[config.mk]
export PLATFORM = sky130hd
export DESIGN_NAME = ads4246_capture_ctrl
export DESIGN_NICKNAME = d
export VERILOG_FILES = /design/src/rtl/ads4246_capture_ctrl.sv
export SDC_FILE = /design/constraint.sdc
export NUM_CORES = 1
export LEC_CHECK = 0
export ABC_AREA = 0
export BUFFER_PORTS_ARGS = -buffer_cell sky130_fd_sc_hd__buf_2
export CAP_MARGIN = 25
export CORE_MARGIN = 2
export CORE_UTILIZATION = 57
export DETAILED_ROUTE_END_ITERATION = 7
export GPL_TIMING_DRIVEN = 1
export HOLD_SLACK_MARGIN = 0.1
export PLACE_DENSITY = 0.86
export SYNTH_ARGS = -nofsm -noshare
export SYNTH_HDL_FRONTEND = slang
export SYNTH_SLANG_ARGS = --single-unit
[constraint.sdc]
create_clock -name ACLK -period 9.55 [get_ports ACLK]
set_input_delay 0.4775 -clock ACLK [delete_from_list [all_inputs] [get_ports ACLK]]
set_output_delay 0.4775 -clock ACLK [all_outputs]
set_load 0.01 [all_outputs]
[src/rtl/ads4246_capture_ctrl.sv]
// Capture sequencer for the ADS4246 front end: arm/trigger, decimate, pack A/B samples and
// hand them to the stream master through a single-entry valid/ready output register.
module ads4246_capture_ctrl #(
    parameter int unsigned SAMPLE_W = 14,
    parameter int unsigned CNT_W    = 16,
    parameter int unsigned DECIM_W  = 8
) (
    input  logic                ACLK,
    input  logic                ARESET,
    input  logic                cfg_start,
    input  logic                cfg_abort,
    input  logic [CNT_W-1:0]    cfg_frame_len,
    input  logic [CNT_W-1:0]    cfg_num_frames,
    input  logic [DECIM_W-1:0]  cfg_decim,
    input  logic                cfg_trig_en,
    input  logic                trig_in,
    input  logic                adc_valid,
    input  logic [SAMPLE_W-1:0] adc_cha,
    input  logic [SAMPLE_W-1:0] adc_chb,
    output logic [31:0]         out_data,
    output logic                out_valid,
    input  logic                out_ready,
    output logic                out_last,
    output logic                busy,
    output logic                done,
    output logic                overflow,
    output logic [CNT_W-1:0]    frame_cnt
);

    typedef enum logic [1:0] {
        StIdle,
        StArmed,
        StCapture,
        StDrain
    } state_e;

    state_e               state_q, state_d;

    logic [CNT_W-1:0]     frame_len_q, frame_len_d;
    logic [CNT_W-1:0]     num_frames_q, num_frames_d;
    logic [DECIM_W-1:0]   decim_q, decim_d;
    logic                 trig_en_q, trig_en_d;

    logic [CNT_W-1:0]     sample_cnt_q, sample_cnt_d;
    logic [DECIM_W-1:0]   decim_cnt_q, decim_cnt_d;
    logic [CNT_W-1:0]     frame_cnt_q, frame_cnt_d;
    logic                 trig_prev_q;

    logic [31:0]          out_data_q, out_data_d;
    logic                 out_valid_q, out_valid_d;
    logic                 out_last_q, out_last_d;
    logic                 overflow_q, overflow_d;
    logic                 done_q, done_d;

    logic                 trig_edge;
    logic                 adc_take;
    logic                 kept;
    logic                 slot_free;
    logic                 load;
    logic                 drop;
    logic                 last_sample;

    function automatic logic [15:0] sext16(input logic [SAMPLE_W-1:0] s);
        logic [15:0] r;
        r = {16{s[SAMPLE_W-1]}};
        r[SAMPLE_W-1:0] = s;
        return r;
    endfunction

    always_comb begin
        trig_edge   = trig_in & ~trig_prev_q;
        adc_take    = adc_valid & (state_q == StCapture);
        kept        = adc_take & (decim_cnt_q == '0);
        slot_free   = ~out_valid_q | out_ready;
        load        = kept & slot_free;
        drop        = kept & ~slot_free;
        last_sample = (sample_cnt_q == frame_len_q - CNT_W'(1));
    end

    always_comb begin
        state_d      = state_q;
        frame_len_d  = frame_len_q;
        num_frames_d = num_frames_q;
        decim_d      = decim_q;
        trig_en_d    = trig_en_q;
        sample_cnt_d = sample_cnt_q;
        decim_cnt_d  = decim_cnt_q;
        frame_cnt_d  = frame_cnt_q;
        out_data_d   = out_data_q;
        out_valid_d  = out_valid_q;
        out_last_d   = out_last_q;
        overflow_d   = overflow_q;
        done_d       = 1'b0;

        if (load) begin
            out_valid_d = 1'b1;
            out_data_d  = {sext16(adc_chb), sext16(adc_cha)};
            out_last_d  = last_sample;
        end else if (out_valid_q && out_ready) begin
            out_valid_d = 1'b0;
        end

        // A dropped sample leaves sample_cnt untouched so every frame still delivers
        // frame_len beats.
        if (drop) begin
            overflow_d = 1'b1;
        end

        if (adc_take) begin
            decim_cnt_d = (decim_cnt_q == decim_q) ? '0 : decim_cnt_q + DECIM_W'(1);
        end

        unique case (state_q)
            StIdle: begin
                if (cfg_start && (cfg_frame_len != '0)) begin
                    frame_len_d  = cfg_frame_len;
                    num_frames_d = cfg_num_frames;
                    decim_d      = cfg_decim;
                    trig_en_d    = cfg_trig_en;
                    sample_cnt_d = '0;
                    decim_cnt_d  = '0;
                    frame_cnt_d  = '0;
                    overflow_d   = 1'b0;
                    state_d      = cfg_trig_en ? StArmed : StCapture;
                end
            end
            StArmed: begin
                if (trig_edge) begin
                    decim_cnt_d = '0;
                    state_d     = StCapture;
                end
            end
            StCapture: begin
                if (load) begin
                    if (last_sample) begin
                        sample_cnt_d = '0;
                        frame_cnt_d  = frame_cnt_q + CNT_W'(1);
                        if ((num_frames_q != '0) && (frame_cnt_d == num_frames_q)) begin
                            state_d = StDrain;
                        end else if (trig_en_q) begin
                            state_d = StArmed;
                        end
                    end else begin
                        sample_cnt_d = sample_cnt_q + CNT_W'(1);
                    end
                end
            end
            StDrain: begin
                if (!out_valid_q || out_ready) begin
                    state_d = StIdle;
                    done_d  = 1'b1;
                end
            end
            default: state_d = StIdle;
        endcase

        // Abort overrides everything, including a simultaneous start.
        if (cfg_abort) begin
            state_d     = StIdle;
            out_valid_d = 1'b0;
            done_d      = 1'b0;
            frame_cnt_d = frame_cnt_q;
            overflow_d  = overflow_q;
        end
    end

    always_ff @(posedge ACLK) begin
        if (ARESET) begin
            state_q      <= StIdle;
            frame_len_q  <= '0;
            num_frames_q <= '0;
            decim_q      <= '0;
            trig_en_q    <= 1'b0;
            sample_cnt_q <= '0;
            decim_cnt_q  <= '0;
            frame_cnt_q  <= '0;
            trig_prev_q  <= 1'b0;
            out_data_q   <= '0;
            out_valid_q  <= 1'b0;
            out_last_q   <= 1'b0;
            overflow_q   <= 1'b0;
            done_q       <= 1'b0;
        end else begin
            state_q      <= state_d;
            frame_len_q  <= frame_len_d;
            num_frames_q <= num_frames_d;
            decim_q      <= decim_d;
            trig_en_q    <= trig_en_d;
            sample_cnt_q <= sample_cnt_d;
            decim_cnt_q  <= decim_cnt_d;
            frame_cnt_q  <= frame_cnt_d;
            trig_prev_q  <= trig_in;
            out_data_q   <= out_data_d;
            out_valid_q  <= out_valid_d;
            out_last_q   <= out_last_d;
            overflow_q   <= overflow_d;
            done_q       <= done_d;
        end
    end

    assign out_data  = out_data_q;
    assign out_valid = out_valid_q;
    assign out_last  = out_last_q;
    assign busy      = (state_q != StIdle);
    assign done      = done_q;
    assign overflow  = overflow_q;
    assign frame_cnt = frame_cnt_q;

endmodule

# Word level (Yosys, flattened, before mapping)

Cells that the tools add are included.

ROM bits: 0
Memories kept: 0
Latch bits: 0
Output and inout port bits: 53
Bits in registers: 118
Word-level logic and storage cells: 86
RAM bits: 0
Input port bits: 76

Div/mod/pow operators: 0
Reduce and logical (&&, ||, !) cells: 18
Multiply operators: 0
Shifts and indexed selects: 0
Add/sub/neg operators: 4
Equality and inequality tests: 12
Magnitude comparators: 0
Mux-type cells: 27
Bitwise logic cells: 11

Operators with widths:

| cell                                                  | count |
|---|---|
| 2-to-1 mux 16 bit                                     | 5 |
| one-hot mux 16 bit (2 select lines)                   | 2 |
| adder 16 x 1 -> 16 bit, second input constant         | 2 |
| equality test 16 bit                                  | 2 |
| 2-to-1 mux 8 bit                                      | 4 |
| nonzero test 16 bit                                   | 2 |
| 2-to-1 mux 2 bit                                      | 8 |
| one-hot mux 8 bit (2 select lines)                    | 1 |
| subtractor 16 x 1 -> 16 bit, second input constant    | 1 |
| inequality test 2 bit, second input constant          | 5 |
| adder 8 x 1 -> 8 bit, second input constant           | 1 |
| equality test 8 bit                                   | 1 |
| logical NOT 8 bit                                     | 1 |
| one-hot mux 2 bit (4 select lines)                    | 1 |
| 2-to-1 mux 1 bit                                      | 6 |
| AND reduction 6 bit                                   | 1 |
| nonzero test 2 bit                                    | 3 |
| bitwise AND 1 bit                                     | 5 |
| NOT 1 bit                                             | 5 |
| AND reduction 5 bit                                   | 1 |
| equality test 2 bit, second input constant            | 2 |
| logical AND 1 bit                                     | 3 |
| inequality test 3 x 2 -> 1 bit, second input constant | 1 |
| AND reduction 3 bit                                   | 1 |
| 8 further kinds                                       | 8 |

# Logic depth before layout (Yosys ltp)

Gate-level depths: netlist of run 1.

Depth in word-level cells: 7
Gate-level depth with buffers: 13

# Worst setup path before layout of run 1

No wires, ideal clock.

Path kind: register -> register
Start: register frame_len_q[0]
End: register frame_cnt_q[13] (netlist: frame_cnt[13])
Path buffers: 2
Data arrival time: 3365 ps
Clock period less this slack: 3479 ps
Stages on the path, launching flop included: 14
Slack: 6071 ps
Required time: 9436 ps
Cells stage by stage: dfxtp_1 -> inv_1 -> ha_1 -> buf_2 -> or4b_1 -> or4_1 -> a21boi_1 -> o21ai_1 -> a221o_1 -> or4_4 -> a211oi_4 -> buf_6 -> a21oi_1 -> a21o_1

Word-level cells in the longest chain between the ends: 4

Ends and longest elaborated chain:

| element                         | RTL line | text |
|---|---|---|
| start, declared                 | 39       | `logic [CNT_W-1:0] frame_len_q, frame_len_d;` |
| start signal, assigned          | 185      | `frame_len_q <= frame_len_d;` |
| subtractor 16 x 1 -> 16 bit     | 77       | `last_sample = (sample_cnt_q == frame_len_q - CNT_W'(1));` |
| equality test 16 bit            | 77       |  |
| inequality test 2 bit (no line) | n/a      |  |
| AND reduction 5 bit (no line)   | n/a      |  |
| end signal, assigned            | 191      | `frame_cnt_q <= frame_cnt_d;` |
| end, declared                   | 46       | `logic [CNT_W-1:0] frame_cnt_q, frame_cnt_d;` |

No other way between the ends.
A chain may end at the register's enable or synchronous reset.

# Worst setup path after layout of run 1

Start: register frame_len_q[0]
End: register frame_cnt_q[2] (netlist: frame_cnt[2])

Same word-level chain as after synthesis.

==> flow_summary_export.csv, run 1 <==
group,metric,value,unit
status,status,"completed",
yosys,syn_area,5790,um2
global_route,track_usage,0.304,
sta,setup-violations-final,0,
power,power_leakage,2.96,nW
floorplan,row_count,36,
cts,clock_tree_from_tritoncts,"yes",
sta,final_min_period_over_clock_period,0.433,
sta,drv_slew,0,
drt,wire_per_inst,16.2,um
power,power_density,185,nW/um2
drt,via_count,5835,
worst_setup_path,setup.worst_path.end_class,"register",
sta,max-slew-margin-rel,0.352,
floorplan,design.die.area,11000,um2
yosys,synth.top_cell.area_share,0.401,
final_layout,layout.cell_area.non_filler,7050,um2
cts,max-clock-path-buffers,2,
final_layout,num_antenna_cells,0,
cts,cts.reportedPaths.clkPinSlew,0.06,ns
yosys,yosys_warnings,0,
yosys,synthFlopType,"dfxtp_1",
sta,timing.fmax,242,MHz
yosys,top_area_cells_in_the_synthesized_netlist,"dfxtp_1 (40%), nand2_1 (12%), a21oi_1 (7.7%), xor2_1 (5.4%), xnor2_1 (4.8%)",
floorplan,core_area,9820,um2
sta,setup_repair_after_global_routing_missed_its_margin,"no",
flow_run,max-cap-violations,0,
yosys,syn_nets,833,
placement,port-buffer-count,128,
final_layout,layout.nets,938,
drt,drcViolationCount,0,
yosys,syn_avg_cell_area,7.70,um2
worst_setup_path,critPathMaxFanout,17,
global_route,global_route_wire_length_before_repair,27.1,mm
final_layout,layout-area-overhead-vs-synth,21.9,%
cts,cts_resized,0,
global_route,antenna_violations_before_repair,0,
worst_setup_path,critical-path-slowest-cell,"a211oi_4",
yosys,post_synth_inst_count,752,
yosys,synth.largest_area_cell,"dfxtp_1",
worst_setup_path,cp-start-kind,"register",
cts,hold_buffer_count_at_cts,0,
yosys,synth_seq_area_share,0.401,
final_layout,n_fill_cell,782,
cts,clock-sinks,116,
sta,final.min_clock_period,4.14,ns
drt,number_of_vias_per_cell,5.82,
drt,drt_iter0_markers,456,
drt,drt-total-wl,16.2,mm
worst_setup_path,worst_path_dominant_cell_family,"simple AND/OR/NAND/NOR gates",
cts,cts_setup_buffers,0,
worst_setup_path,crit_path_cell_trace,"inv_1, ha_1, or4b_1, or4_1, a21boi_1, o21ai_1, a221o_1, or4_4, a211oi_4, a21oi_1, mux2_2",
yosys,synth_edf_count,0,
yosys,ys_async_sr_fraction,0,
final_layout,layout-drive-gt1-share,0.200,
yosys,ys_seq_elements,116,
placement,gp_congestion,0.899,
sta,setup-tns-final,0,ns
final_layout,final_cell_mix,"nand2_1 (181), buf_2 (128), dfxtp_1 (116), a21oi_1 (89), nor2_1 (42)",
floorplan,boundaryPins,129,
worst_setup_path,path_buf_inv,1,
placement,placedCellCount,970,
worst_setup_path,timing_worst_setup_path_type,"reg -> reg",
hold_path,worstHoldPathType,"in -> reg",
global_route,grt_pass1_vias,5748,
placement,detailedPlacementHpwl,10.9,mm
placement,cell_area_after_placement,6420,um2
sta,tightestPinTransition,0.973,ns
sta,hold_viol_final,0,
cts,worst_skew_pair.late_latency,0.53,ns
drt,drtPass1Iterations,5,
final_layout,layout.cells.most_common,"nand2_1",
floorplan,floorplan.die.height,105,um
global_route,largest_net_degree_at_the_start_of_global_routing,92,
worst_setup_path,cp_slowest_stage_delay,0.70,ns
global_route,grt.overflow.total,0,
cts,htreeDepth,4,
cts,cts-buffers-inserted,17,
floorplan,initial_standard_cell_utilization_of_the_core,0.590,
yosys,yosysUniqueCellTypes,59,
sta,fin_worst_skew,0.00606,ns
worst_setup_path,worstPathRequired,9.96,ns
power,maximum_resistive_drop_on_vdd,0.110,mV
floorplan,horizontal_die_dimension,105,um
drt,ant_nets,0,
final_layout,post_route_insts_no_fill,1003,
worst_setup_path,worstPathArrival,4.55,ns
cts,cts_root_buffer_type,"clkbuf_8",
## worst paths after layout
path,startpoint,endpoint,slack [ns],depth (start not counted)
worst max-delay path,frame_len_q[0]$_SDFFE_PP0P_,frame_cnt[2]$_SDFFE_PP0P_,5.41,11
worst min-delay path,trig_in,trig_prev_q$_SDFF_PP0_,0.19,2
worst max register to register,frame_len_q[0]$_SDFFE_PP0P_,frame_cnt[2]$_SDFFE_PP0P_,5.41,11
worst min register to register,out_data[21]$_SDFFE_PP0P_,out_data[21]$_SDFFE_PP0P_,0.45,2
## per-layer routing
layer,global-route usage,part of all wire,wire (um),up-vias
met1,0.368,0.40,6470,2711
met3,0.0742,0.073,1180,59
met4,0.130,0.028,456,0
met2,0.513,0.50,8120,272
met5,0,0,0,-
li1,-,-,-,2793
## where the power goes
group	internal (mW)	switching (mW)
Sequential	0.499	0.0175
Clock	0.442	0.221
Combinational	0.0522	0.0753
Total	0.993	0.314
## synth_stat cells (all sizes together) (3+ instances only)
cell type and count:
nor2b 3, and4 3, nand2b 8, xor2 36
clkbuf 39, and3 8, xnor2 32, o31ai 7
o21bai 3, o21ai 8, a211o 5, nand2 181
nor3 22, ha 5, a21o 11, inv 18
or3 4, nor2 42, dfxtp 116, a21oi 90
or4 5, nand3 26, nor4 17, nand4 18
buf 8
## cell type report
cell class / count / area (um2) / area share
multi-input cells: 571 / 3200 / 0.453
clock buffers: 22 / 463 / 0.0656
flip-flops and latches: 116 / 2320 / 0.329
well taps: 133 / 166 / 0.0236
clock inverters: 10 / 153 / 0.0216
inverters: 18 / 67.6 / 0.00958
repair buffers: 133 / 686 / 0.0972
## through the flow
stage	power, mW	worst slack [ns]	utilization	hold WS, ns
4_1_cts	1.31	5.45	0.717	0.172
3_5_place_dp	0.651	5.49	0.654	0.441
2_1_floorplan	0.608	6.07	-	0.448
5_1_grt	1.35	5.22	0.718	0.180
3_3_place_gp	0.645	5.60	0.654	0.436
6_report	1.31	5.41	0.718	0.185
## logic make-up after synthesis
kind of cell | after synthesis | synth area share
and+or+nand+nor | 349 | 0.278
AOI/OAI and AO/OA | 147 | 0.156
DFF | 116 | 0.401
xor gates and xnor gates | 68 | 0.103
buffers and inverters | 65 | 0.0471
adders and majority gates | 5 | 0.0108
muxes | 2 | 0.00389
## registers in the layout, indices dropped and copies added (netlist names)
register,count
trig_en_q,1
num_frames_q,16
state_q,2
trig_prev_q,1
out_data,28
decim_q,8
frame_cnt,16
done,1
frame_len_q,16
decim_cnt_q,8
out_last,1
sample_cnt_q,16
overflow,1
out_valid,1
(Power assumes the default switching activity.)
==> inputs of run 2 (changes only) <==
--- a/config.mk
+++ b/config.mk
@@ -9,11 +9,11 @@
 export BUFFER_PORTS_ARGS = -buffer_cell sky130_fd_sc_hd__buf_2
 export CAP_MARGIN = 25
 export CORE_MARGIN = 2
-export CORE_UTILIZATION = 57
+export CORE_UTILIZATION = 49
 export DETAILED_ROUTE_END_ITERATION = 7
 export GPL_TIMING_DRIVEN = 1
 export HOLD_SLACK_MARGIN = 0.1
-export PLACE_DENSITY = 0.86
+export PLACE_DENSITY = 0.79
 export SYNTH_ARGS = -nofsm -noshare
 export SYNTH_HDL_FRONTEND = slang
 export SYNTH_SLANG_ARGS = --single-unit
==> constraint.sdc (replaced) <==
create_clock -name ACLK -period 3.3 [get_ports ACLK]
set_input_delay 0.165 -clock ACLK [delete_from_list [all_inputs] [get_ports ACLK]]
set_output_delay 0.165 -clock ACLK [all_outputs]
set_load 0.01 [all_outputs]
==> flow_summary_export.csv, run 2 (synthesis gave the netlist of run 1 again) <==
group,metric,value,unit
status,status,"finished, violations left",
status,failed_checks,"negative setup slack",
cts,htreeDepth,4,
drt,via_count,6084,
final_layout,layout-drive-gt1-share,0.219,
worst_setup_path,reg_to_reg_end,"frame_cnt[13]$_SDFFE_PP0P_",
sta,drv_slew,0,
placement,detailedPlacementHpwl,10.8,mm
final_layout,num_antenna_cells,0,
floorplan,initial_standard_cell_utilization_of_the_core,0.505,
worst_setup_path,critPathMaxFanout,8,
sta,timing.fmax,298,MHz
worst_setup_path,path_buf_inv,3,
sta,hold_viol_final,0,
cts,worst_skew_pair.late_latency,0.42,ns
final_layout,layout.cells.most_common,"nand2_1",
sta,max-slew-margin-rel,0.581,
worst_setup_path,register_to_register_setup_slack,-0.05,ns
hold_path,hp-start,"ARESET",
power,power_leakage,3.42,nW
cts,max-clock-path-buffers,2,
flow_run,max-cap-violations,0,
hold_path,worstHoldPathType,"in -> reg",
worst_setup_path,cp_slowest_stage_delay,0.52,ns
worst_setup_path,cp-start-kind,"register",
drt,number_of_vias_per_cell,5.48,
power,share_seq_of_total_power,0.380,
final_layout,largest_reg_flops,28,
placement,port-buffer-count,128,
drt,drtPass1Iterations,7,
cts,cts_root_buffer_type,"clkbuf_16",
floorplan,boundaryPins,129,
cts,clock-sinks,116,
power,p_clk_frac,0.495,
worst_setup_path,worstPathRequired,3.61,ns
worst_setup_path,crit_path_cell_trace,"inv_2, ha_4, or4b_4, or4_4, a21boi_2, o21ai_1, a221o_1, or4_4, a211oi_4, buf_6, buf_12, a21oi_1, a21o_1",
final_layout,final_cell_mix,"nand2_1 (181), buf_2 (128), dfxtp_1 (115), a21oi_1 (88), dlygate4sd3_1 (71)",
floorplan,floorplan.die.height,113,um
power,power_density,485,nW/um2
final_layout,layout-area-overhead-vs-synth,39.3,%
final_layout,layout.nets,1036,
global_route,grt_pass1_vias,5966,
power,power.switching,0.929,mW
worst_setup_path,timing_worst_setup_path_type,"reg -> reg",
sta,final.min_clock_period,3.35,ns
floorplan,design.die.area,12700,um2
power,comb_power_share,0.125,
placement,place_worst_setup_slack,-0.0991,ns
global_route,global_route_wire_length_before_repair,27.8,mm
worst_setup_path,critical_path.most_common_cell,"or4_4",
hold_path,timing.hold.worst_endpoint,"state_q[0]$_SDFFE_PP0P_",
worst_setup_path,worst_path_dominant_cell_family,"simple AND/OR/NAND/NOR gates",
sta,setup_repair_after_global_routing_missed_its_margin,"yes",
power,maximum_resistive_drop_on_vdd,0.474,mV
sta,setup-tns-final,-0.651,ns
power,switching_power_share_of_the_total,0.237,
sta,final_min_period_over_clock_period,1.02,
global_route,track_usage,0.271,
worst_setup_path,setup.worst_path.end_class,"register",
floorplan,core_area,11500,um2
worst_setup_path,worstSetupPathDepth,13,
drt,drt-total-wl,17.2,mm
final_layout,n_fill_cell,860,
drt,drcViolationCount,0,
drt,ant_nets,0,
floorplan,horizontal_die_dimension,113,um
sta,setup-violations-final,16,
cts,cts.reportedPaths.clkPinSlew,0.06,ns
power,p_total,3.91,mW
worst_setup_path,worstPathArrival,3.67,ns
power,intPower,2.98,mW
sta,tightestPinTransition,0.629,ns
global_route,largest_net_degree_at_the_start_of_global_routing,57,
worst_setup_path,critical-path-slowest-cell,"or4_4",
floorplan,row_count,39,
global_route,grt.overflow.total,0,
cts,cts-buffers-inserted,17,
sta,postLayoutSetupSlackWorst,-0.0542,ns
drt,drt_iter0_markers,392,
sta,fin_worst_skew,0.0116,ns
worst_setup_path,regToRegStartpoint,"frame_len_q[0]$_SDFFE_PP0P_",
global_route,antenna_violations_before_repair,0,
drt,wire_per_inst,15.5,um
cts,clock_tree_from_tritoncts,"yes",
hold_path,min_delay_path_depth,3,
placement,gp_congestion,0.865,
worst_setup_path,worst_r2r_path_depth,13,
[run 2: worst max-delay path by stage]
stage / from / endpoint / slack (ns)
final: frame_len_q[0]$_SDFFE_PP0P_ / frame_cnt[13]$_SDFFE_PP0P_ / -0.05
after global routing: frame_len_q[0]$_SDFFE_PP0P_ / frame_cnt[5]$_SDFFE_PP0P_ / -0.14
after CTS: frame_len_q[0]$_SDFFE_PP0P_ / frame_cnt[10]$_SDFFE_PP0P_ / -0.07
after detailed placement: frame_len_q[0]$_SDFFE_PP0P_ / frame_cnt[11]$_SDFFE_PP0P_ / -0.1
after global placement: frame_len_q[0]$_SDFFE_PP0P_ / frame_cnt[13]$_SDFFE_PP0P_ / -0.06
after floorplan: frame_len_q[0]$_SDFFE_PP0P_ / frame_cnt[13]$_SDFFE_PP0P_ / -0.13
[run 2: final cells by class]
class / count / area (um2) / area share
clock buffer: 23 / 508 / 0.0630
clock inverter: 8 / 121 / 0.0150
inverter: 18 / 67.6 / 0.00838
multi-input combinational: 571 / 3240 / 0.402
sequential: 116 / 2320 / 0.288
tap: 143 / 179 / 0.0222
timing repair buffer: 231 / 1630 / 0.202
[run 2: worst min-delay path, delay by kind of cell]
family                 cells  cell delay [ns]
AOI/OAI and AO/OA          1             0.12
buffers and inverters      1             0.12
and+or+nand+nor            1             0.10
[run 2: routing by layer]
metal	track usage	up-vias	wire length, um
met5	0	-	0
met4	0.128	0	557
met3	0.0670	49	714
met2	0.473	180	8840
met1	0.311	2862	7060
li1	-	2993	-
[run 2: timing repair]
action	in CTS	in global routing
gates resized for setup	0	8
hold buffers	71	0
endpoints found under the setup margin	16	17
buffers inserted	1	1
gates cloned	0	1
endpoints found under the hold margin	71	0
pin swaps	2	9
[run 2: power groups by stage]
| stage | Clock [mW] | Sequential [mW] | Combinational (mW) |
|---|---|---|---|
| after detailed placement | 0 | 1.51 | 0.397 |
| after CTS | 1.95 | 1.48 | 0.467 |
| after global routing | 2.02 | 1.49 | 0.535 |
| final | 1.94 | 1.48 | 0.490 |
| after global placement | 0 | 1.51 | 0.391 |
| after floorplan | 0 | 1.51 | 0.258 |
[run 2: per-stage QoR]
| stage | cells | utilization | cell area [um2] | hold WS (ns) |
|---|---|---|---|---|
| 2_1_floorplan | 752 | - | 5810 | 0.293 |
| 3_3_place_gp | 1005 | 0.580 | 6650 | 0.405 |
| 3_5_place_dp | 1005 | 0.580 | 6650 | 0.411 |
| 4_1_cts | 1108 | 0.698 | 8000 | 0.126 |
| 5_1_grt | 1110 | 0.703 | 8070 | 0.160 |
| 6_report | 1110 | 0.703 | 8070 | 0.141 |
